File: config.mk
export PLATFORM = sky130hd
export DESIGN_NAME = adder_result_display
export DESIGN_NICKNAME = d
export VERILOG_FILES = /design/src/rtl/adder_disp_pkg.sv /design/src/rtl/seg7_encode.sv /design/src/rtl/adder_result_display.sv
export SDC_FILE = /design/constraint.sdc
export NUM_CORES = 1
export LEC_CHECK = 0
export ABC_CLOCK_PERIOD_IN_PS = 3000
export BUFFER_PORTS_ARGS = -buffer_cell sky130_fd_sc_hd__clkbuf_2
export CAP_MARGIN = 5
export CORE_UTILIZATION = 56
export CTS_CLUSTER_SIZE = 16
export DETAILED_ROUTE_END_ITERATION = 10
export PLACE_DENSITY = 0.84
export SYNTH_ARGS = -nofsm -noshare
export SYNTH_HDL_FRONTEND = slang
export SYNTH_HIERARCHICAL = 1
export SYNTH_SLANG_ARGS = --single-unit
File: constraint.sdc
create_clock -name clk -period 3 [get_ports clk]
set_input_delay 0 -clock clk [delete_from_list [all_inputs] [get_ports clk]]
set_output_delay 0 -clock clk [all_outputs]
set_load 0.02 [all_outputs]
File: src/rtl/adder_disp_pkg.sv
// Shared constants and types for the adder result display.
// Contents: value/digit/segment/anode widths, seven-segment glyphs
// ({g,f,e,d,c,b,a}, active-high), digit-enable patterns, digit FSM enum,
// packed BCD pair and a binary-to-BCD helper for values 0..15.
package adder_disp_pkg;

  localparam int unsigned VAL_W = 4;
  localparam int unsigned DIG_W = 4;
  localparam int unsigned SEG_W = 7;
  localparam int unsigned AN_W  = 2;

  localparam logic [SEG_W-1:0] SEG_0     = 7'h3F;
  localparam logic [SEG_W-1:0] SEG_1     = 7'h06;
  localparam logic [SEG_W-1:0] SEG_2     = 7'h5B;
  localparam logic [SEG_W-1:0] SEG_3     = 7'h4F;
  localparam logic [SEG_W-1:0] SEG_4     = 7'h66;
  localparam logic [SEG_W-1:0] SEG_5     = 7'h6D;
  localparam logic [SEG_W-1:0] SEG_6     = 7'h7D;
  localparam logic [SEG_W-1:0] SEG_7     = 7'h07;
  localparam logic [SEG_W-1:0] SEG_8     = 7'h7F;
  localparam logic [SEG_W-1:0] SEG_9     = 7'h6F;
  localparam logic [SEG_W-1:0] SEG_BLANK = 7'h00;

  localparam logic [AN_W-1:0] AN_ONES = 2'b01;
  localparam logic [AN_W-1:0] AN_TENS = 2'b10;
  localparam logic [AN_W-1:0] AN_NONE = 2'b00;

  typedef enum logic {
    DIG_ONES = 1'b0,
    DIG_TENS = 1'b1
  } digit_e;

  typedef struct packed {
    logic             tens;
    logic [DIG_W-1:0] ones;
  } bcd_t;

  // Two-digit split; 15 is outside the adder's range but still splits as 1/5.
  function automatic bcd_t to_bcd(input logic [VAL_W-1:0] v);
    bcd_t r;
    r.tens = (v >= VAL_W'(10));
    r.ones = r.tens ? DIG_W'(v - VAL_W'(10)) : DIG_W'(v);
    return r;
  endfunction

endpackage

File: src/rtl/seg7_encode.sv
// Combinational decimal digit to seven-segment glyph.
// Ports: digit (4b, 0..9 meaningful), seg_c (7b {g,f,e,d,c,b,a}, active-high;
// blank for digits above 9).
module seg7_encode
  import adder_disp_pkg::*;
(
  input  logic [DIG_W-1:0] digit,
  output logic [SEG_W-1:0] seg_c
);

  always_comb begin
    seg_c = SEG_BLANK;
    case (digit)
      4'd0:    seg_c = SEG_0;
      4'd1:    seg_c = SEG_1;
      4'd2:    seg_c = SEG_2;
      4'd3:    seg_c = SEG_3;
      4'd4:    seg_c = SEG_4;
      4'd5:    seg_c = SEG_5;
      4'd6:    seg_c = SEG_6;
      4'd7:    seg_c = SEG_7;
      4'd8:    seg_c = SEG_8;
      4'd9:    seg_c = SEG_9;
      default: seg_c = SEG_BLANK;
    endcase
  end

endmodule

File: src/rtl/adder_result_display.sv
// Captures the 4-bit adder result {cout_in, sum_in} and drives a
// time-multiplexed two-digit seven-segment display (ones, tens) with the
// tens digit blanked when zero.
// Ports:
//   clk, rst_n       clock, asynchronous active-low reset
//   sum_in, cout_in  adder S[2:0] and Cout
//   load             capture strobe, sampled every rising edge
//   value_q          captured result
//   seg              segments {g,f,e,d,c,b,a}
//   an               digit enables, an[0]=ones, an[1]=tens
//   upd              high the cycle after each capture
// Build option: SEG_ACTIVE_LOW_EN inverts seg and an (including reset values)
// for common-anode style boards; default is active-high.
module adder_result_display
  import adder_disp_pkg::*;
#(
  parameter int unsigned REFRESH_DIV = 50000
) (
  input  logic             clk,
  input  logic             rst_n,
  input  logic [2:0]       sum_in,
  input  logic             cout_in,
  input  logic             load,
  output logic [VAL_W-1:0] value_q,
  output logic [SEG_W-1:0] seg,
  output logic [AN_W-1:0]  an,
  output logic             upd
);

  localparam int unsigned CNT_W = (REFRESH_DIV > 1) ? $clog2(REFRESH_DIV) : 1;
  localparam logic [CNT_W-1:0] CNT_MAX = CNT_W'(REFRESH_DIV - 1);

`ifdef SEG_ACTIVE_LOW_EN
  localparam logic [SEG_W-1:0] SEG_POL = 7'h7F;
  localparam logic [AN_W-1:0]  AN_POL  = 2'b11;
`else
  localparam logic [SEG_W-1:0] SEG_POL = 7'h00;
  localparam logic [AN_W-1:0]  AN_POL  = 2'b00;
`endif

  // Refresh period below two cycles cannot alternate digits meaningfully.
  if (REFRESH_DIV < 2) begin : g_bad_refresh_div
    $error("adder_result_display: REFRESH_DIV must be >= 2");
  end

  logic [VAL_W-1:0] value_d;
  logic [CNT_W-1:0] cnt_q;
  logic [CNT_W-1:0] cnt_d;
  logic             tick_c;
  digit_e           state_q;
  digit_e           state_d;
  bcd_t             bcd_c;
  logic [DIG_W-1:0] enc_digit_c;
  logic [SEG_W-1:0] enc_seg_c;
  logic [SEG_W-1:0] seg_d;
  logic [AN_W-1:0]  an_d;

  // Next captured value; the output register looks at this so a load is
  // visible on the display at the same edge it is captured.
  assign value_d = load ? {cout_in, sum_in} : value_q;

  // Free-running refresh counter; load never disturbs it.
  assign tick_c = (cnt_q == CNT_MAX);
  assign cnt_d  = tick_c ? '0 : cnt_q + CNT_W'(1);

  assign bcd_c = to_bcd(value_d);

  // Single encoder shared by both phases; the tens digit can only ever be 1.
  assign enc_digit_c = (state_d == DIG_TENS) ? DIG_W'(1) : bcd_c.ones;

  seg7_encode u_enc (
    .digit (enc_digit_c),
    .seg_c (enc_seg_c)
  );

  // Capture register and update pulse.
  always_ff @(posedge clk or negedge rst_n) begin
    if (!rst_n) begin
      value_q <= '0;
      upd     <= 1'b0;
    end else begin
      value_q <= value_d;
      upd     <= load;
    end
  end

  // Refresh counter.
  always_ff @(posedge clk or negedge rst_n) begin
    if (!rst_n) begin
      cnt_q <= '0;
    end else begin
      cnt_q <= cnt_d;
    end
  end

  // Digit FSM state register.
  always_ff @(posedge clk or negedge rst_n) begin
    if (!rst_n) begin
      state_q <= DIG_ONES;
    end else begin
      state_q <= state_d;
    end
  end

  // Digit FSM next state and display drive for the upcoming digit.
  always_comb begin
    state_d = state_q;
    seg_d   = SEG_BLANK;
    an_d    = AN_NONE;
    case (state_q)
      DIG_ONES: if (tick_c) state_d = DIG_TENS;
      DIG_TENS: if (tick_c) state_d = DIG_ONES;
      default:  state_d = DIG_ONES;
    endcase
    case (state_d)
      DIG_ONES: begin
        seg_d = enc_seg_c;
        an_d  = AN_ONES;
      end
      DIG_TENS: begin
        if (bcd_c.tens) begin
          seg_d = enc_seg_c;
          an_d  = AN_TENS;
        end
      end
      default: begin
        seg_d = SEG_BLANK;
        an_d  = AN_NONE;
      end
    endcase
  end

  // Output register; polarity applied on its input so reset is also "all off".
  always_ff @(posedge clk or negedge rst_n) begin
    if (!rst_n) begin
      seg <= SEG_BLANK ^ SEG_POL;
      an  <= AN_NONE ^ AN_POL;
    end else begin
      seg <= seg_d ^ SEG_POL;
      an  <= an_d ^ AN_POL;
    end
  end

endmodule

; Word level (Yosys, flattened, before mapping)
; Memories as Yosys holds them, arrays and structs flattened.
; Cells that the tools add are included.
[totals]
ff_bits = 31
mem_bits_ro = 112
in_bits = 7
output_inout_bits = 14
word_cells = 24
memories = 1
[op_classes]
n_addsub = 2
order_cmp = 1
n_eq_ne = 1
muxes = 11
bitwise = 2
[memory_table]
columns = memory, depth, word_bits, read_ports, rd_ports_with_merged_regs, wr, line_no
row1 = (name not given), 16, 7, 1, 0, 0, seg7_encode.sv:13  ; case (digit)
[op_table]
columns = cell, n
row1 = "16-bit by 1-bit adder with 16-bit output, second input constant", 1
row2 = "16-bit equality test, second input constant", 1
row3 = 16-bit two-way mux, 1
row4 = 7-bit one-hot mux with 2 select lines, 1
row5 = 4-bit two-way mux, 3
row6 = 7-bit two-way mux, 1
row7 = "4-bit >= comparator, second input constant", 1
row8 = 2-bit one-hot mux with 2 select lines, 1
row9 = "4-bit subtractor, second input constant", 1
row10 = 1-bit two-way mux, 2
row11 = 2-bit two-way mux, 1
row12 = 1-bit inverter, 2
row13 = 1-bit one-hot mux with 2 select lines, 1

; Depth between registers and ports, before layout
; An unclocked memory read counts as a cell.
[depth]
ltp_word = 7
mapped_depth = 14
ltp_nobuf = 12

; Hierarchy
; Netlist, hierarchy kept.
[by_module_without_submodules]
columns = module, n_inst, cells_each, area_each_um2, seq_area_each_um2
row1 = adder_result_display, 1, 117, 1405.1, 775.7
row2 = seg7_encode, 1, 26, 201.4, 0.0

; Worst setup path before layout
; Ideal clock, no wire load.
[synth_timing]
kind = register -> register
from = reg cnt_q[0]
to = reg seg[4]
setup_time_ps = 132
arrival_ps = 2555
required_ps = 2868
path_slack_ps = 312
path_stages_with_launch = 13
path_buffers = 2
synth_period_minus_slack_ps = 2688
path_cell_list = dfrtp_1 -> ha_1 -> and3_1 -> and4_1 -> buf_6 -> xnor2_4 -> inv_2 -> buf_6 -> nor2_1 -> inv_1 -> ha_1 -> a22o_1 -> a21boi_2
[synth_via]
elab_chain_cells = 7
word_cells_on_any_way = 9
cone_classes = eq/ne: 1 / mux: 6 / bitwise: 1 / memory: 1
[synth_rtl]
columns = item, line_no
row1 = from (decl), adder_result_display.sv:47  ; logic [CNT_W-1:0] cnt_q;
row2 = from (signal assigned), adder_result_display.sv:92  ; cnt_q <= cnt_d;
row3 = 16-bit equality test (*), adder_result_display.sv:63  ; assign tick_c = (cnt_q == CNT_MAX);
row4 = "1-bit two-way mux, on equally long branches", "adder_result_display.sv:112, adder_result_display.sv:111"
row5 = 1-bit one-hot mux with 2 select lines (*), adder_result_display.sv:110  ; case (state_q)
row6 = named net state_d, adder_result_display.sv:51  ; digit_e state_d;
row7 = 4-bit two-way mux (*), adder_result_display.sv:69  ; assign enc_digit_c = (state_d == DIG_TENS) ? DIG_W'(1) : bcd_c.ones;
row8 = named net enc_digit_c[1], adder_result_display.sv:53  ; logic [DIG_W-1:0] enc_digit_c;
row9 = memory 16 x 7 bit (*), -
row10 = named net enc_seg_c[4], adder_result_display.sv:54  ; logic [SEG_W-1:0] enc_seg_c;
row11 = 7-bit two-way mux, adder_result_display.sv:121  ; if (bcd_c.tens) begin
row12 = 7-bit one-hot mux with 2 select lines (*), adder_result_display.sv:115  ; case (state_d)
row13 = named net seg_d[4], adder_result_display.sv:55  ; logic [SEG_W-1:0] seg_d;
row14 = to (signal assigned), adder_result_display.sv:136  ; seg <= SEG_BLANK ^ SEG_POL;
row15 = to (signal assigned), adder_result_display.sv:139  ; seg <= seg_d ^ SEG_POL;
row16 = to (decl), adder_result_display.sv:25  ; output logic [SEG_W-1:0] seg,
; Mark *: on every way through the listed nets, which the timed path passes. The rest lies on a longest branch.

; Worst setup path after layout
[layout_timing]
from = reg cnt_q[0]
to = reg seg[1]
[layout_via]
elab_chain_cells = 7
word_cells_on_any_way = 9
cone_classes = eq/ne: 1 / mux: 6 / bitwise: 1 / memory: 1
[layout_rtl]
columns = item, line_no
row1 = 16-bit equality test (*), adder_result_display.sv:63
row2 = "1-bit two-way mux, on equally long branches", "adder_result_display.sv:112, adder_result_display.sv:111"
row3 = 1-bit one-hot mux with 2 select lines (*), adder_result_display.sv:110
row4 = 4-bit two-way mux (*), adder_result_display.sv:69
row5 = named net enc_digit_c[0], adder_result_display.sv:53
row6 = memory 16 x 7 bit (*), -
row7 = named net enc_seg_c[1], adder_result_display.sv:54
row8 = 7-bit two-way mux, adder_result_display.sv:121
row9 = 7-bit one-hot mux with 2 select lines (*), adder_result_display.sv:115
row10 = named net seg_d[1], adder_result_display.sv:55
; Marks and branches as above.

==> run_results.csv <==
group,metric,value,unit
pwr,power.total,1.01,mW
synth,synth_warnings,6,
cts,cts-root-buf,"clkbuf_4",
final_layout,drive_gt1_share,26.3,%
cts,numCtsBuffers,5,
place,dp_hpwl,2.13,mm
synth,ys_seq_area_share,48.3,%
synth,synth-async-reset-ratio,100,%
sta,max-slew-margin-rel,50.5,%
worst_setup_path,worstPathRequired,3250,ps
final_layout,n_fill_cell,221,
worst_setup_path,worst_path_most_repeated_cell,"ha_1",
pwr,vdd_ir_drop_max,0.453,mV
sta,setup_ws,370,ps
sta,finalSetupTns,0,ps
sta,worst_pin_slew,742,ps
cts,cts_tree,"built",
drt,drtPass1Iterations,4,
pwr,comb_power_share,21.8,%
synth,synth_edf_count,0,
pwr,pwr-share-seq,45.2,%
cts,htreeDepth,2,
place,io_buffers,20,
worst_setup_path,startpoint_type,"flop",
worst_setup_path,cp.arrival,2880,ps
drt,routed_wl,2.91,mm
die,boundaryPins,21,
pwr,clock_power_share,33.1,%
final_layout,area_growth,16.4,%
worst_setup_path,max_stage_delay,410,ps
synth,syn_inst,143,
sta,final.min_clock_period,2630,ps
place,dp_slack,384,ps
place,gp_congestion,0.870,
synth,synth_area_per_cell,11.2,µm²
cts,cts_sinks,31,
pwr,sw_frac_of_total,27.4,%
synth,yosys-top-cells-area,"dfrtp_1 (48%), ha_1 (6.2%), a21boi_2 (4.9%)",
drt,vias,1106,
die,initial_core_util,58.8,%
synth,netlist.area_leader.share,48.3,%
cts,clkTransAtPathRegs,100,ps
synth,ys_seq_elements,31,
drt,viasPerCell,5.37,
pwr,p_per_area,541,nW/µm²
drt,post-route-drc-count,0,
drt,first_iter_violations,28,
synth,synth.largest_area_cell,"dfrtp_1",
global_routing,grt_usage,21.9,%
final_layout,final_nets,189,
pwr,intPower,735,µW
cts,clkLatencyLatePin,320,ps
final_layout,seq_area,776,µm²
global_routing,grt_pass1_vias,1135,
die,core_area,2730,µm²
worst_setup_path,crit_type,"reg2reg",
sta,max_freq,380,MHz
sta,rsz0062_at_grt,"false",
synth,synth_cell_types,39,
global_routing,grt-ovfl-total,0,
outcome,status,"complete, no violations",
synth,syn-num-nets,158,
hold_path,hp-class,"in2reg",
global_routing,antenna_found_initial,0,
cts,postCtsSetupBuffers,0,
synth,netlist_area,1610,µm²
die,row_count,19,
final_layout,final_common_cell,"dfrtp_1",
synth,synthFlopType,"dfrtp_1",
global_routing,grt_pass1_wl,5.15,mm
final_layout,antenna_cells,0,
sta,whs,113,ps
worst_setup_path,crit_chain,"ha_1 -> and3_1 -> and4_1 -> xnor2_4 -> inv_2 -> or2_1 -> inv_1 -> ha_1 -> o21ai_0 -> a21boi_2",
drt,ant_nets,0,
pwr,p_switching,277,µW
worst_setup_path,endpoint_kind,"flop",
final_layout,layout_common_cells,"dfrtp_1 (31), clkbuf_2 (20), nor2_1 (15)",
drt,wl_per_cell,14.1,µm
sta,setup_violations,0,
die,die_area,3090,µm²
sta,finalMaxSlewViolations,0,
sta,period_share,87.7,%
die,dieHeight,55.6,µm
worst_setup_path,worstPathMaxFanout,11,
sta,hold_viol_final,0,
sta,finalClockSkew,9.32,ps
flow_run,maxCapViolCount,0,
worst_setup_path,slowest_stage,"dfrtp_1",
pwr,power.leakage,0.894,nW
cts,cts.path.max_buffers,2,
global_routing,grt_max_degree,32,
die,fp.dieW,55.6,µm
final_layout,multiInputGateArea,758,µm²
cell usage after synthesis (2+ instances only):
cell type	number
dfrtp_1	31
nor2_1	15
inv_1	11
xnor2_1	9
ha_1	8
a21boi_2	7
nand3_1	6
xor2_1	6
o21ai_0	5
nor3_1	4
and3_1	3
nand2_1	3
nand4_1	3
nor4_1	3
a21oi_1	2
buf_6	2
mux2_2	2
mux2i_1	2
sequential cells by signal, indices dropped and copies added (netlist names):
signal   cells
seg          7
state_q      1
upd          1
cnt_q       16
an           2
value_q      4
worst paths after layout:
kind                               start          to  slack, ps  depth (start not counted)
worst max register to register  cnt_q[0]      seg[1]        370                         10
worst max-delay path            cnt_q[0]      seg[1]        370                         10
min in group asynchronous          rst_n   cnt_q[14]        260                          2
max in group asynchronous          rst_n      seg[0]       2260                          2
worst min register to register  cnt_q[0]    cnt_q[0]        510                          1
worst min-delay path             cout_in  value_q[3]        110                          3
what timing repair did:
| action | 4_1_cts | 5_1_grt |
|---|---|---|
| hold buffers | 5 | 0 |
| endpoints found under the setup margin | 0 | 0 |
| resized for setup | 0 | 0 |
| endpoints found under the hold margin | 35 | 0 |
cell families after synthesis:
| kind of cell | Yosys count | share of synthesized area [%] |
|---|---|---|
| buf+inv | 15 | 4.52 |
| xor+xnor | 16 | 9.89 |
| fa+ha+maj | 8 | 6.23 |
| mux | 4 | 2.65 |
| flops | 31 | 48.3 |
| simple gates | 44 | 15.0 |
| compound gates | 25 | 13.5 |
worst max-delay path, delay by kind of cell, from the launching register on:
kind	cells	cell delay, ps
buffers and inverters	2	290
AO/OA/AOI/OAI	2	380
AND/OR/NAND/NOR	3	850
flip-flops	1	410
XOR/XNOR	1	160
adder cells (fa/ha/maj)	2	470
per-stage QoR:
| step | cell area [µm²] | instances | util [%] |
|---|---|---|---|
| after floorplan | 1610 | 143 | - |
| after global placement | 1730 | 193 | 63.4 |
| final | 1870 | 206 | 68.4 |
| after global routing | 1870 | 206 | 68.4 |
| after CTS | 1870 | 206 | 68.4 |
| after detailed placement | 1730 | 193 | 63.4 |
per-layer routing:
| layer | GRT usage, % | wire length (µm) | up-vias |
|---|---|---|---|
| met4 | 7.50 | 32 | 0 |
| li1 | - | - | 554 |
| met2 | 37.3 | 1550 | 19 |
| met5 | 0 | 0 | - |
| met1 | 26.1 | 1240 | 529 |
| met3 | 7.03 | 93 | 4 |
area by class of cell:
class,instances,share of cell area [%]
clock buffer,6,2.74
clock inverter,2,1.87
inverter,12,2.41
multi-input combinational,97,40.6
sequential,31,41.5
tap,31,2.07
timing repair buffer,27,8.84
power by group through the flow:
stage / clock, mW / combinational [mW] / sequential (mW)
floorplan: 0 / 0.112 / 0.504
global placement: 0 / 0.210 / 0.465
detailed placement: 0 / 0.215 / 0.466
CTS: 0.342 / 0.222 / 0.457
global route: 0.363 / 0.244 / 0.461
finish: 0.335 / 0.220 / 0.457
(Power assumes the default switching activity.)
